==> src/rtl/switch_allocator_if.sv <==
// Switch allocator bus: routing requests and flit handshake in, crossbar control out.
//   req_valid/req_port        per-input routing request (slice i at [i*REQUEST_WIDTH +: REQUEST_WIDTH])
//   valid_in/ready_in/tail_in per-input flit handshake as seen by the crossbar
//   routeSelect               input index driving each output
//   outputBusy                output is allocated
//   PortReserved              input owns an output
// master drives requests and handshake; slave is the allocator.
interface switch_allocator_if #(
  parameter int unsigned INPUTS        = 4,
  parameter int unsigned OUTPUTS       = 4,
  parameter int unsigned REQUEST_WIDTH = 32
);
  logic [INPUTS-1:0]                req_valid;
  logic [INPUTS*REQUEST_WIDTH-1:0]  req_port;
  logic [INPUTS-1:0]                valid_in;
  logic [INPUTS-1:0]                ready_in;
  logic [INPUTS-1:0]                tail_in;
  logic [OUTPUTS*REQUEST_WIDTH-1:0] routeSelect;
  logic [OUTPUTS-1:0]               outputBusy;
  logic [INPUTS-1:0]                PortReserved;

  modport master (
    output req_valid, req_port, valid_in, ready_in, tail_in,
    input  routeSelect, outputBusy, PortReserved
  );

  modport slave (
    input  req_valid, req_port, valid_in, ready_in, tail_in,
    output routeSelect, outputBusy, PortReserved
  );
endinterface

==> src/rtl/switch_allocator.sv <==
// Per-router switch allocator for a mux-based crossbar.
// Each output runs an Idle/Busy FSM with its own round-robin pointer; a grant holds the
// input->output path until the owning input transfers its tail flit.
// Ports:
//   clk  rising-edge clock
//   rst  asynchronous active-high reset
//   bus  switch_allocator_if.slave (requests, handshake in; routeSelect/outputBusy/PortReserved out)
// All outputs are registered.
module switch_allocator #(
  parameter int unsigned INPUTS        = 4,
  parameter int unsigned OUTPUTS       = 4,
  parameter int unsigned REQUEST_WIDTH = 32
) (
  input logic               clk,
  input logic               rst,
  switch_allocator_if.slave bus
);

  localparam int unsigned PtrW = (INPUTS > 1) ? $clog2(INPUTS) : 1;

  typedef enum logic {StIdle, StBusy} out_state_e;

  out_state_e               state_q    [OUTPUTS];
  logic [REQUEST_WIDTH-1:0] route_q    [OUTPUTS];
  logic [PtrW-1:0]          ptr_q      [OUTPUTS];
  logic [INPUTS-1:0]        reserved_q;

  logic [REQUEST_WIDTH-1:0] port_arr   [INPUTS];
  logic [INPUTS-1:0]        elig       [OUTPUTS];
  logic [PtrW-1:0]          winner     [OUTPUTS];
  logic [OUTPUTS-1:0]       grant;
  logic [OUTPUTS-1:0]       rel;
  logic [INPUTS-1:0]        fire;

  // Arbitration and release detection.
  always_comb begin
    logic [PtrW-1:0] idx;
    idx  = '0;
    fire = bus.valid_in & bus.ready_in & bus.tail_in;
    for (int i = 0; i < int'(INPUTS); i++) begin
      port_arr[i] = bus.req_port[i*REQUEST_WIDTH +: REQUEST_WIDTH];
    end
    for (int o = 0; o < int'(OUTPUTS); o++) begin
      grant[o]  = 1'b0;
      rel[o]    = 1'b0;
      winner[o] = '0;
      // Out-of-range port values never match any output, so they are simply ignored.
      for (int i = 0; i < int'(INPUTS); i++) begin
        elig[o][i] = bus.req_valid[i] && !reserved_q[i] &&
                     (port_arr[i] == REQUEST_WIDTH'(o));
      end
      if (state_q[o] == StIdle) begin
        // First eligible input searching upward from the pointer, wrapping.
        for (int unsigned off = 0; off < INPUTS; off++) begin
          idx = PtrW'((32'(ptr_q[o]) + off) % INPUTS);
          if (elig[o][idx] && !grant[o]) begin
            grant[o]  = 1'b1;
            winner[o] = idx;
          end
        end
      end else begin
        for (int i = 0; i < int'(INPUTS); i++) begin
          if (route_q[o] == REQUEST_WIDTH'(i) && fire[i]) rel[o] = 1'b1;
        end
      end
    end
  end

  // Output FSMs, pointers, route registers and input reservations.
  always_ff @(posedge clk or posedge rst) begin
    if (rst) begin
      reserved_q <= '0;
      for (int o = 0; o < int'(OUTPUTS); o++) begin
        state_q[o] <= StIdle;
        route_q[o] <= '0;
        ptr_q[o]   <= '0;
      end
    end else begin
      for (int o = 0; o < int'(OUTPUTS); o++) begin
        if (grant[o]) begin
          state_q[o]             <= StBusy;
          route_q[o]             <= REQUEST_WIDTH'(winner[o]);
          ptr_q[o]               <= PtrW'((32'(winner[o]) + 1) % INPUTS);
          reserved_q[winner[o]]  <= 1'b1;
        end else if (rel[o]) begin
          // route_q keeps the old owner; harmless while the output is idle.
          state_q[o] <= StIdle;
          for (int i = 0; i < int'(INPUTS); i++) begin
            if (route_q[o] == REQUEST_WIDTH'(i)) reserved_q[i] <= 1'b0;
          end
        end
      end
    end
  end

  always_comb begin
    bus.routeSelect  = '0;
    bus.outputBusy   = '0;
    bus.PortReserved = reserved_q;
    for (int o = 0; o < int'(OUTPUTS); o++) begin
      bus.routeSelect[o*REQUEST_WIDTH +: REQUEST_WIDTH] = route_q[o];
      bus.outputBusy[o] = (state_q[o] == StBusy);
    end
  end

endmodule

==> src/flat_wrapper.sv <==
// flat-port wrapper written by rule: the top's interface ports become plain ports
module switch_allocator_flat 
#(
  parameter int unsigned INPUTS        = 4,
  parameter int unsigned OUTPUTS       = 4,
  parameter int unsigned REQUEST_WIDTH = 32
)
  (clk, rst, bus_req_valid, bus_req_port, bus_valid_in, bus_ready_in, bus_tail_in, bus_routeSelect, bus_outputBusy, bus_PortReserved);
  switch_allocator_if #(.INPUTS(INPUTS), .OUTPUTS(OUTPUTS), .REQUEST_WIDTH(REQUEST_WIDTH)) bus_i ();
  input logic clk;
  input logic rst;
  input wire logic [$bits(bus_i.req_valid)-1:0] bus_req_valid;
  input wire logic [$bits(bus_i.req_port)-1:0] bus_req_port;
  input wire logic [$bits(bus_i.valid_in)-1:0] bus_valid_in;
  input wire logic [$bits(bus_i.ready_in)-1:0] bus_ready_in;
  input wire logic [$bits(bus_i.tail_in)-1:0] bus_tail_in;
  output wire logic [$bits(bus_i.routeSelect)-1:0] bus_routeSelect;
  output wire logic [$bits(bus_i.outputBusy)-1:0] bus_outputBusy;
  output wire logic [$bits(bus_i.PortReserved)-1:0] bus_PortReserved;
  assign bus_i.req_valid = bus_req_valid;
  assign bus_i.req_port = bus_req_port;
  assign bus_i.valid_in = bus_valid_in;
  assign bus_i.ready_in = bus_ready_in;
  assign bus_i.tail_in = bus_tail_in;
  assign bus_routeSelect = bus_i.routeSelect;
  assign bus_outputBusy = bus_i.outputBusy;
  assign bus_PortReserved = bus_i.PortReserved;
  switch_allocator #(.INPUTS(INPUTS), .OUTPUTS(OUTPUTS), .REQUEST_WIDTH(REQUEST_WIDTH)) u_core (.clk(clk), .rst(rst), .bus(bus_i));
endmodule
==> config.mk <==
export PLATFORM = sky130hd
export DESIGN_NAME = switch_allocator_flat
export DESIGN_NICKNAME = d
export VERILOG_FILES = /design/src/rtl/switch_allocator_if.sv /design/src/rtl/switch_allocator.sv /design/src/flat_wrapper.sv
export SDC_FILE = /design/constraint.sdc
export NUM_CORES = 1
export LEC_CHECK = 0
export CAP_MARGIN = 10
export CORE_ASPECT_RATIO = 0.7
export CORE_UTILIZATION = 31
export CTS_CLUSTER_DIAMETER = 100
export CTS_CLUSTER_SIZE = 30
export DETAILED_ROUTE_END_ITERATION = 6
export GPL_TIMING_DRIVEN = 0
export PLACE_DENSITY = 0.79
export SLEW_MARGIN = 40
export SYNTH_ARGS = -nofsm -noshare
export SYNTH_HDL_FRONTEND = slang
export SYNTH_SLANG_ARGS = --single-unit
==> constraint.sdc <==
create_clock -name clk -period 2.8 [get_ports clk]
set_clock_uncertainty 0.05 [all_clocks]
set_input_delay 0.84 -clock clk [delete_from_list [all_inputs] [get_ports clk]]
set_output_delay 0.84 -clock clk [all_outputs]
set_load 0.05 [all_outputs]
# [Word-level counts from Yosys, hierarchy flattened]
# Cells that the tools add are included.
[op_classes] n_shift=0 mux=144 div=0 reduce_logical=80 multipliers=0 n_bitwise=6 add_sub_neg=16 magnitude_cmp=24 eq_ne=24
[ops] cell="$eq 32x2->1 const B" count=8
[ops] cell="$logic_not 32->1" count=8
[ops] cell="$eq 32x1->1 const B" count=4
[ops] cell="$mux 1" count=96
[ops] cell="$lt 2x3->1 const B" count=20
[ops] cell="$logic_and 1x1->1" count=52
[ops] cell="$mux 2" count=20
[ops] cell="$bmux 1 s2" count=16
[ops] cell="$mux 4" count=8
[ops] cell="$add 2x1->2 const B" count=8
[ops] cell="$add 2x2->2 const B" count=8
[ops] cell="$eq 2x2->1 const B" count=8
[ops] cell="$logic_not 1->1" count=16
[ops] cell="$or 4x4->4" count=4
[ops] cell="$and 4x4->4" count=2
[ops] cell="$demux 1 s2" count=4
[ops] cell="$eq 2x1->1 const B" count=4
[ops] cell="$ge 2x1->1 const B" count=4
[ops] cell="$reduce_bool 2->1" count=4
[word_totals] latch_bits=0 out_inout_bits=136 input_bits=146 n_memories=0 rom_bits=0 mem_bits_rw=0 reg_bits=24

# [Depth between registers and ports, before layout]
[depth] ltp_word=34 mapped_depth=11

# [Worst setup path after synthesis]
# No wires, ideal clock.
[synth_path] path_kind="input -> register" start="input port bus_req_port[28]" end="register u_core.reserved_q[2], in the netlist u_core.bus.PortReserved[2]" path_slack_ns=-0.378 required_ns=2.614 setup_time_ns=0.136 t_arrival_ns=2.992 stages=11 cell_sequence="nor4_2 nand4_4 nor4_4 nor4b_1 o21ai_1 o211ai_2 inv_2 ha_1 a21boi_0 a222oi_1 a22oi_1"
[synth_rtl] item="start: declaration" line_no="flat_wrapper.sv:13" rtl="input wire logic [$bits(bus_i.req_port)-1:0] bus_req_port;"
[synth_rtl] item="end signal: assignment" line_no="switch_allocator.sv:72" rtl="reserved_q <= '0;"
[synth_rtl] item="end signal: indexed assignment" line_no="switch_allocator.sv:84" rtl="reserved_q[winner[o]] <= 1'b1;"
[synth_rtl] item="end signal: indexed assignment" line_no="switch_allocator.sv:89" rtl="if (route_q[o] == REQUEST_WIDTH'(i)) reserved_q[i] <= 1'b0;"
[synth_rtl] item="end: declaration" line_no="switch_allocator.sv:26" rtl="logic [INPUTS-1:0] reserved_q;"

# [Worst setup path in the final report]
[layout_path] start="input port bus_req_port[96]" end="register u_core.reserved_q[2], in the netlist u_core.bus.PortReserved[2]"
[layout_between] elab_chain_len=33 elab_cells_between_ends=150 classes_between="order compare: 8; eq/ne: 3; mux: 102; bitwise: 4; reduce/logical: 33"
[layout_rtl] item="$logic_not 32->1" line_no="switch_allocator.sv:50" rtl="(port_arr[i] == REQUEST_WIDTH'(o));"
[layout_rtl] item="$logic_and 1x1->1" line_no="switch_allocator.sv:49" rtl="elig[o][i] = bus.req_valid[i] && !reserved_q[i] &&"
[layout_rtl] item="$bmux 1 s2" line_no="switch_allocator.sv:56" rtl="if (elig[o][idx] && !grant[o]) begin"
[layout_rtl] item="$mux 1 (not written as such)" line_no="switch_allocator.sv:56"
[layout_rtl] item="$mux 1" line_no="switch_allocator.sv:56"
[layout_rtl] item="$mux 1" line_no="switch_allocator.sv:52" rtl="if (state_q[o] == StIdle) begin"
[layout_rtl] item="$logic_not 1->1" line_no="switch_allocator.sv:56"
[layout_rtl] item="$logic_and 1x1->1" line_no="switch_allocator.sv:56"
[layout_rtl] item="[... 17 more ...]"
[layout_rtl] item="$mux 4" line_no="switch_allocator.sv:85" rtl="end else if (rel[o]) begin"
[layout_rtl] item="$mux 4" line_no="switch_allocator.sv:80" rtl="if (grant[o]) begin"
[layout_rtl] item="$mux 1" line_no="switch_allocator.sv:89"
[layout_rtl] item="$mux 4" line_no="switch_allocator.sv:85"
[layout_rtl] item="$mux 4" line_no="switch_allocator.sv:80"
[layout_rtl] item="$mux 1" line_no="switch_allocator.sv:89"
[layout_rtl] item="$mux 4" line_no="switch_allocator.sv:85"
[layout_rtl] item="$mux 4 (*)" line_no="switch_allocator.sv:80"
# Every way passes the cells marked *; elsewhere a longest branch is shown, timed or not. The select of a mux whose other input is x is not followed.
# A chain may end at the register's enable or synchronous reset.

==> impl_metrics.toml <==
[drt]
vias = 4408
drtAntennaViolNets = 0
drt_wl_total_mm = 15.4
firstDrtPassIters = 7
wl_per_cell_um = 16.5
drt_iter0_drc = 301
viasPerCell = 4.72
drc = 0

[power]
switchingPower_mw = 0.708
p_total_mw = 1.63
peakVddDrop_v = 0.000231
p_int_mw = 0.918
netSwitchingFraction_pct = 43.5
leakage_nw = 3.48
power_density_mw_per_mm2 = 229
comb_power_share_pct = 50.6
p_seq_share_pct = 23.4
clkPwrFrac_pct = 26.0

[layout]
antenna_cells = 0
mostFrequentLayoutCell = "buf_4"
multi_input_area_mm2 = 0.00314
fill_cells = 907
nNetsFinal = 944
layout_common_cells = "buf_4 (169), conb_1 (120), buf_6 (46)"
drive_above_1_share_pct = 49.8
synthToLayoutAreaGrowth_pct = 99.8
seq_area_um2 = 601

[sta]
finalSetupTns_ps = -3070
whs_ps = 549
worst_slack_ps = -548
slew_violations = 0
fin_crit_sh_pct = 120
tightest_slew_ps = 667
setup-violations-final = 11
relSlewSlack_pct = 55.1
max_freq_ghz = 0.299
rsz0062_at_grt = "true"
hold_viol = 0
fin_crit_ps = 3350

[global_route]
grt_pass1_vias = 4348
grt.overflow.total = 0
grt_max_degree = 25
grt_pass1_wl_mm = 22.4
grt_antenna_before_repair = 0
track_usage_pct = 24.1

[floorplanning]
core_mm2 = 0.0111
fp-row-count = 32
die_x_um = 130
top_level_ports = 282
initial_utilization_pct = 32.0
die-area_mm2 = 0.0119
die_y_um = 91.6

[logic_synthesis]
yosys_register_bits = 24
avgSynthCellArea_um2 = 8.50
yosys_warnings = 0
synth_edf_count = 0
syn_inst = 418
yosysSeqAreaShare_pct = 16.9
synth_cell_types = 64
synthArstFlopShare_pct = 100
synth_ff_type = "dfrtp_1"
syn-cell-area_mm2 = 0.00355

[run]
drv_cap = 0

[cts]
cts-buffers-inserted = 3
cts.sinks = 24
cts_buffer_depth = 2
clk_pin_slew_worst_paths_ps = 70
htree_levels = 1
clock_latency_ps = 260
cts_tree = "yes"
clock_tree.root_cell = "clkbuf_16"

[setup_path]
critPathArrivalTime_ps = 3420
cp_max_fo = 6
worstSetupPathType = "input pin to flop"
setup.worst_path.end_class = "flop"
critPathRequiredTime_ps = 2880
cp-start-kind = "input pin"

[placement]
routabilityCongestion = 0.907
port_buffers = 159
dpl.hpwl_mm = 10.5

[outcome]
violations = "negative setup slack"
status = "finished with violations"

[min_path]
hp-class = "flop to flop"
-- timing repair --
item,4_1_cts,5_1_grt
hold buffers,0,0
resized for setup,412,82
pin swaps,78,52
cloned,0,0
setup endpoints to repair,23,15
setup buffers,71,15
-- power by group through the flow --
stage,logic (mW),clock network (mW),registers (mW)
3_3_place_gp,0.824,0,0.381
3_5_place_dp,0.830,0,0.381
2_1_floorplan,0.545,0,0.398
6_report,0.822,0.423,0.381
4_1_cts,0.805,0.416,0.376
5_1_grt,0.858,0.441,0.380
-- registers in the layout, indices dropped and copies added, names as in the netlist --
signal and count:
u_core.bus.PortReserved 4, u_core.bus.routeSelect 8, u_core.bus.outputBusy 4, u_core.ptr_q 8
-- synth_stat cells, types with 2 or more instances --
cell | number | area, µm²
a21oi_1 | 18 | 90.1
mux4_2 | 4 | 90.1
nand2_1 | 17 | 63.8
nor4_1 | 28 | 175
a21o_1 | 2 | 15.0
a31oi_1 | 13 | 81.3
or3_1 | 2 | 12.5
o21a_1 | 2 | 15.0
buf_4 | 120 | 901
and2_1 | 5 | 31.3
nand2b_1 | 3 | 18.8
a21boi_0 | 3 | 22.5
a41oi_1 | 2 | 17.5
a222oi_1 | 4 | 40.0
nand3_1 | 9 | 45.0
nand4_2 | 3 | 37.5
nor4b_4 | 2 | 47.6
nor3_1 | 5 | 25.0
clkbuf_1 | 3 | 11.3
mux2i_1 | 3 | 30.0
o211ai_2 | 2 | 25.0
mux2_1 | 2 | 22.5
a22oi_1 | 2 | 15.0
nor4b_2 | 3 | 45.0
nor4_2 | 17 | 213
and3_1 | 6 | 37.5
ha_1 | 16 | 200
o21bai_1 | 2 | 15.0
nand4_1 | 4 | 25.0
dfrtp_1 | 24 | 601
nor2b_1 | 3 | 18.8
o21ai_0 | 8 | 40.0
o21ai_1 | 6 | 30.0
nor2_1 | 13 | 48.8
nor4b_1 | 5 | 43.8
a21oi_4 | 2 | 32.5
o32ai_1 | 2 | 17.5
inv_1 | 27 | 101
-- area by class of cell --
type	count	share of cell area (%)
repair buffers	240	28.7
well taps	153	2.70
flip-flops and latches	24	8.46
clock inverters	1	0.423
plain buffers	124	12.9
clock buffers	3	1.06
inverters	28	1.55
multi-input cells	361	44.2
-- critical path, cell delays in order --
cell,delay (ps)
clkdlybuf4s50_1,660
inv_2,160
nor4_4,380
nor2_2,150
a21oi_2,230
nand3_4,150
ha_4,180
a21boi_2,150
a222oi_1,360
a22oi_1,160
-- worst paths after layout --
path	slack (ps)	cells past startpoint	from	endpoint
max	-550	10	bus_req_port[96]	u_core.bus.PortReserved[2]
min	550	1	u_core.ptr_q[2]	u_core.ptr_q[2]
max reg2reg	-280	12	u_core.bus.PortReserved[1]	u_core.bus.PortReserved[3]
min reg2reg	550	1	u_core.ptr_q[2]	u_core.ptr_q[2]
max in group asynchronous	1440	2	rst	u_core.bus.routeSelect[1]
min in group asynchronous	880	2	rst	u_core.bus.routeSelect[32]
-- logic make-up after synthesis --
kind of cell | share of synthesized area [%]
AOI/OAI and AO/OA | 16.0
buffers and inverters | 28.7
other | 0.106
and+or+nand+nor | 28.3
adders and majority gates | 5.63
DFF | 16.9
muxes | 4.33
-- routing by layer --
layer  wire, µm  vias up  track usage (%)
met4        524        0             9.30
met1       5740     2055             28.3
met3       1360       56             5.01
li1           -     2034                -
met2       7750      263             42.6
met5          0        -                0
-- stage by stage --
stage / util, % / std cells / worst slack, ps / instance area (µm²)
floorplan: - / 537 / -370 / 4150
global placement: 53.5 / 849 / -1350 / 5930
detailed placement: 53.5 / 849 / -1440 / 5930
CTS: 62.7 / 921 / -462 / 6960
global route: 64.0 / 934 / -647 / 7100
finish: 64.0 / 934 / -548 / 7100
No activity file was read; power rests on OpenSTA's default activity.
